===== config.mk =====
export PLATFORM = sky130hd
export DESIGN_NAME = debug_trace
export DESIGN_NICKNAME = d
export VERILOG_FILES = /design/src/rtl/debug_trace.sv
export SDC_FILE = /design/constraint.sdc
export NUM_CORES = 1
export LEC_CHECK = 0
export ABC_AREA = 1
export CAP_MARGIN = 20
export CELL_PAD_IN_SITES_DETAIL_PLACEMENT = 1
export CELL_PAD_IN_SITES_GLOBAL_PLACEMENT = 1
export CORE_MARGIN = 2
export CORE_UTILIZATION = 48
export CTS_BUF_LIST = sky130_fd_sc_hd__clkbuf_8
export DETAILED_ROUTE_END_ITERATION = 8
export PLACE_DENSITY = 0.76
export SLEW_MARGIN = 30
export SYNTH_ARGS = -nofsm -noshare
export SYNTH_HDL_FRONTEND = slang
export SYNTH_SLANG_ARGS = --single-unit

===== constraint.sdc =====
create_clock -name clk -period 6.3 [get_ports clk]
set_input_delay 1.26 -clock clk [delete_from_list [all_inputs] [get_ports clk]]
set_output_delay 1.26 -clock clk [all_outputs]
set_load 0.02 [all_outputs]

===== src/rtl/debug_trace.sv =====
// debug_trace: circular bus-trace buffer that freezes on a trigger and dumps
// every stored access oldest-first as ASCII hex lines over a byte handshake.
module debug_trace #(
  parameter int ADDR_W    = 16,
  parameter int DATA_W    = 8,
  parameter int DEPTH     = 16,
  parameter int POST_TRIG = 4
) (
  input  logic                     clk,
  input  logic                     rst_n,
  input  logic                     cap_en,
  input  logic [ADDR_W-1:0]        cap_addr,
  input  logic [DATA_W-1:0]        cap_data,
  input  logic                     cap_wr,
  input  logic                     trig,
  input  logic                     match_en,
  input  logic [ADDR_W-1:0]        match_addr,
  input  logic                     rearm,
  output logic [7:0]               tx_data,
  output logic                     tx_valid,
  input  logic                     tx_ready,
  output logic [1:0]               state,
  output logic [$clog2(DEPTH):0]   count
);
  localparam int NA = ADDR_W / 4;
  localparam int ND = DATA_W / 4;
  localparam int L  = NA + ND + 5;
  localparam int IW = $clog2(DEPTH);
  localparam int CW = IW + 1;
  localparam int PW = $clog2(L);
  localparam logic [1:0] S_CAP = 2'd0, S_POST = 2'd1, S_DUMP = 2'd2, S_DONE = 2'd3;

  logic [ADDR_W-1:0] r_mem_a [DEPTH];
  logic [DATA_W-1:0] r_mem_d [DEPTH];
  logic              r_mem_w [DEPTH];
  logic [1:0]        r_state, w_next;
  logic [IW-1:0]     r_wr_ptr, r_post, w_start, w_rd;
  logic [CW-1:0]     r_count, r_ent;
  logic [PW-1:0]     r_pos;
  logic              r_last, r_trig_q, r_tx_valid;
  logic [7:0]        r_tx_data, w_byte;
  logic [3:0]        w_an, w_dn;
  logic              w_cap, w_trig;
  int                w_p, w_ai, w_di;

  function automatic logic [7:0] hex(input logic [3:0] n);
    return (n < 4'd10) ? 8'h30 + {4'd0, n} : 8'h37 + {4'd0, n};
  endfunction

  assign w_cap   = cap_en && (r_state == S_CAP || r_state == S_POST);
  assign w_trig  = (trig && !r_trig_q) || (match_en && cap_en && cap_addr == match_addr);
  assign w_start = r_wr_ptr - r_count[IW-1:0];
  assign w_rd    = w_start + r_ent[IW-1:0];

  // Byte at line position r_pos of the entry currently being dumped
  always_comb begin
    w_p    = int'(r_pos);
    w_ai   = (w_p < NA) ? NA - 1 - w_p : 0;
    w_di   = (w_p > NA && w_p <= NA + ND) ? NA + ND - w_p : 0;
    w_an   = 4'(r_mem_a[w_rd] >> (4 * w_ai));
    w_dn   = 4'(r_mem_d[w_rd] >> (4 * w_di));
    w_byte = (w_p < NA) ? hex(w_an) :
             (w_p == NA || w_p == NA + ND + 1) ? 8'h20 :
             (w_p <= NA + ND) ? hex(w_dn) :
             (w_p == NA + ND + 2) ? (r_mem_w[w_rd] ? 8'h57 : 8'h52) :
             (w_p == NA + ND + 3) ? 8'h0D : 8'h0A;
  end

  always_ff @(posedge clk) begin
    if (w_cap) begin
      r_mem_a[r_wr_ptr] <= cap_addr;
      r_mem_d[r_wr_ptr] <= cap_data;
      r_mem_w[r_wr_ptr] <= cap_wr;
    end
  end

  always_ff @(posedge clk or negedge rst_n) begin
    if (!rst_n) r_state <= S_CAP;
    else        r_state <= w_next;
  end

  always_comb begin
    w_next = r_state;
    case (r_state)
      S_CAP:   w_next = w_trig ? ((POST_TRIG == 0) ? S_DUMP : S_POST) : S_CAP;
      S_POST:  w_next = (cap_en && r_post == IW'(1)) ? S_DUMP : S_POST;
      S_DUMP:  w_next = (r_count == '0 || (r_last && r_tx_valid && tx_ready)) ? S_DONE : S_DUMP;
      default: w_next = rearm ? S_CAP : S_DONE;
    endcase
  end

  always_comb begin
    state    = r_state;
    count    = r_count;
    tx_valid = r_tx_valid;
    tx_data  = r_tx_data;
  end

  always_ff @(posedge clk or negedge rst_n) begin
    if (!rst_n) begin
      r_trig_q   <= 1'b0;
      r_wr_ptr   <= '0;
      r_count    <= '0;
      r_post     <= '0;
      r_ent      <= '0;
      r_pos      <= '0;
      r_last     <= 1'b0;
      r_tx_valid <= 1'b0;
      r_tx_data  <= 8'h00;
    end else begin
      r_trig_q <= trig;
      if (w_cap) begin
        r_wr_ptr <= r_wr_ptr + 1'b1;
        if (r_count != CW'(DEPTH)) r_count <= r_count + 1'b1;
      end
      if (r_state == S_CAP && w_trig) r_post <= IW'(POST_TRIG);
      else if (r_state == S_POST && cap_en) r_post <= r_post - 1'b1;
      if (r_state == S_DONE && rearm) begin
        r_count  <= '0;
        r_wr_ptr <= '0;
      end
      // Dump cursor idles at zero outside DUMP so every dump starts cleanly
      if (r_state != S_DUMP) begin
        r_ent      <= '0;
        r_pos      <= '0;
        r_last     <= 1'b0;
        r_tx_valid <= 1'b0;
      end else if (!r_tx_valid || tx_ready) begin
        if (r_last || r_count == '0) r_tx_valid <= 1'b0;
        else begin
          r_tx_valid <= 1'b1;
          r_tx_data  <= w_byte;
          r_last     <= (r_pos == PW'(L - 1)) && (r_ent == r_count - 1'b1);
          r_pos      <= (r_pos == PW'(L - 1)) ? '0 : r_pos + 1'b1;
          r_ent      <= (r_pos == PW'(L - 1)) ? r_ent + 1'b1 : r_ent;
        end
      end
    end
  end
endmodule


==> reports/metrics.yaml <==
clock_tree:
  clkLatencyLatePin_ps: 630
  path_clk_slew_ps: 60
  cts_setup_buffers: 0
  h-tree-depth: 3
  clock_path_buffers: 3
  hold_buffers: 0
  cts_sinks: 434
  post_cts_resized: 0
  cts_tree: "done"
  cts_root_buf: "clkbuf_8"
  numCtsBuffers: 73
drt:
  vias: 13700
  drcViolationCount: 0
  first_pass_iters: 5
  wl_mm: 56.5
  drt_iter0_drc: 1227
  routed_via_density: 5.74
  wl_per_cell_microns: 23.6
  ant_nets: 0
sta:
  fin_skew_ps: 26.3
  setup_viol: 0
  clock.fmax_mhz: 203
  drv_slew: 0
  rsz0062_at_grt: "no"
  relSlewSlack_pct: 40.2
  worst_slew_pin_slew_ps: 896
  layout_min_cycle_time_ps: 4930
  setup-tns-final_ps: 0
  hold_violations: 0
  min_period_over_period_pct: 78.3
placed_design:
  port_buffers: 62
  gp_congestion: 0.832
  dp_hpwl_mm: 32.2
setup_path:
  path_max_fanout: 59
  rrSetupSlack_ps: 1370
  start_kind: "flop"
  end_kind: "flop"
  cp.arrival_ps: 5440
  reg2reg_from: "r_wr_ptr[1]$_DFFE_PN0P_"
  worstSetupPathType: "reg -> reg"
  worst_r2r_path_depth: 21
  r2r_end: "tx_data[6]$_DFFE_PN0P_"
  required_ps: 6810
synth:
  ys_top_cells_by_area: "edfxtp_1 63%, nand2_1 12%, nand3_1 5.7%, dfrtp_1 4.5%, nor2_1 1.9%"
  synthSimpleGateAreaFrac_pct: 20.6
  synth_top_area_share_pct: 63.2
  yosys.area_share.adder_pct: 1.76
  netlist_instances: 1734
  ys_ff_latch: 434
  ys_warn_count: 0
  synth_compound_area_share_pct: 4.46
  muxShareOfSynthArea_pct: 0.105
  synth_top_family_by_area: "simple AND/OR/NAND/NOR gates"
  syn_area_per_cell_sq_um: 11.0
  syn_area_sq_um: 19000
  yosysUniqueCellTypes: 43
  synth_nets: 1807
  synthXorXnorAreaFrac_pct: 1.19
  synth_top_cell_by_area: "edfxtp_1"
  synth-seq-area-share_pct: 67.7
floorplanning:
  dieArea_sq_um: 41200
  die_h_microns: 203
  die_w_microns: 203
  num_rows: 72
  start_util_pct: 49.0
  core_sq_um: 38800
  io_pins: 64
global_route:
  grt_pass1_vias: 14600
  antenna_found_initial: 2
  grt-ovfl-total: 0
  grt_start_max_net_pins: 155
  grt_pass1_wl_mm: 86.0
  grtUsageTotal_pct: 28.1
cells_and_area:
  final_common_cell: "nand2_1"
  diodes: 0
  nFillCells: 4148
  drive_above_1_share_pct: 8.32
  final_cell_mix: "597 x nand2_1, 400 x edfxtp_1, 218 x nand3_1"
  nets: 1896
  areaGrowthSynthToFinish_pct: 13.3
worst_hold_path:
  hold_class: "reg -> reg"
  min_to: "tx_data[3]$_DFFE_PN0P_"
  hold_depth: 2
  hp-start: "tx_data[3]$_DFFE_PN0P_"
run_status:
  status: "finished, final reports clean"
job:
  cap_viol_max_count: 0
[synthesized netlist by cell type (all sizes together)]
cell type / number
xnor2: 11
fa: 3
nand3: 219
a21oi: 69
buf: 74
xor2: 14
a22oi: 14
ha: 22
dfrtp: 34
conb: 1
clkbuf: 7
o31ai: 1
a31oi: 1
nor2: 99
o21a: 3
nand4: 7
o22ai: 7
and3: 1
inv: 64
a211oi: 2
o41ai: 1
nor3: 6
or2: 5
mux2i: 2
o21ai: 56
nor2b: 1
nor3b: 3
nand2: 604
edfxtp: 400
a211o: 1
nand3b: 1
nor4: 1
[stage by stage]
| stage | cells | area [sq um] | util, % | worst slack (ps) | hold WS (ps) |
|---|---|---|---|---|---|
| after floorplan | 1734 | 19000 | - | 2960 | 469 |
| after global placement | 2258 | 20100 | 51.8 | 1410 | 467 |
| after detailed placement | 2266 | 20300 | 52.3 | 1400 | 473 |
| after CTS | 2392 | 21500 | 55.5 | 1390 | 490 |
| after global routing | 2392 | 21500 | 55.5 | 1090 | 528 |
| final | 2392 | 21500 | 55.5 | 1370 | 487 |
[final cells by class]
type	instances	area, sq um	area share, %
clock buffers	75	1030	4.79
clock inverters	51	206	0.958
inverters	64	250	1.16
multi-input cells	1155	5510	25.6
flip-flops and latches	434	12900	59.7
well taps	518	648	3.01
repair buffers	95	1040	4.81
[critical path: stages (launching register included)]
cell and delay (ps):
dfrtp_1 390, inv_1 120, fa_1 510, inv_1 60, fa_4 780, buf_4 500, buf_4 720, nand3_1 150
nand2_1 100, nand2_1 50, nand2_1 140, nand2_1 70, nand3_1 150, nand2_1 170, nand2_1 110, ha_1 190
nand2_1 70, nand3_1 130, nand2_1 70, nand3_1 70, nand3_1 80, o21a_1 140
[how the worst max path moves through the flow]
stage | startpoint | endpoint | slack [ps] | cells past startpoint
after floorplan | count[1]$_DFFE_PN0P_ | tx_data[2]$_DFFE_PN0P_ | 2960 | 20
after global placement | r_wr_ptr[1]$_DFFE_PN0P_ | tx_data[2]$_DFFE_PN0P_ | 1410 | 20
after detailed placement | r_wr_ptr[1]$_DFFE_PN0P_ | tx_data[5]$_DFFE_PN0P_ | 1400 | 20
after CTS | r_wr_ptr[1]$_DFFE_PN0P_ | tx_data[6]$_DFFE_PN0P_ | 1390 | 21
after global routing | r_wr_ptr[1]$_DFFE_PN0P_ | tx_data[6]$_DFFE_PN0P_ | 1090 | 20
final | r_wr_ptr[1]$_DFFE_PN0P_ | tx_data[6]$_DFFE_PN0P_ | 1370 | 21
[metal layers]
metal	wire length, microns	vias up	track usage [%]
met5	11	-	0
met4	2080	2	11.5
met3	3210	137	4.69
met2	27700	429	47.4
met1	23500	7002	36.2
li1	-	6161	-
[cell families after synthesis]
kind of cell / count (synthesis)
xor+xnor: 25
flops: 434
mux: 2
simple gates: 947
compound gates: 155
buf+inv: 145
other cells: 1
fa+ha+maj: 25
[flip-flops by register name, summed over array words and instances (netlist names)]
name and cells:
r_mem_a 256, r_mem_d 128, r_mem_w 16, tx_data 7, count 5, r_ent 5, r_pos 4, r_post 4
r_wr_ptr 4, state 2, r_last 1, r_trig_q 1, tx_valid 1
Power is left out: the tool's default activity adds up to more than one toggle a clock period on the data nets, which glitch-free logic cannot reach.
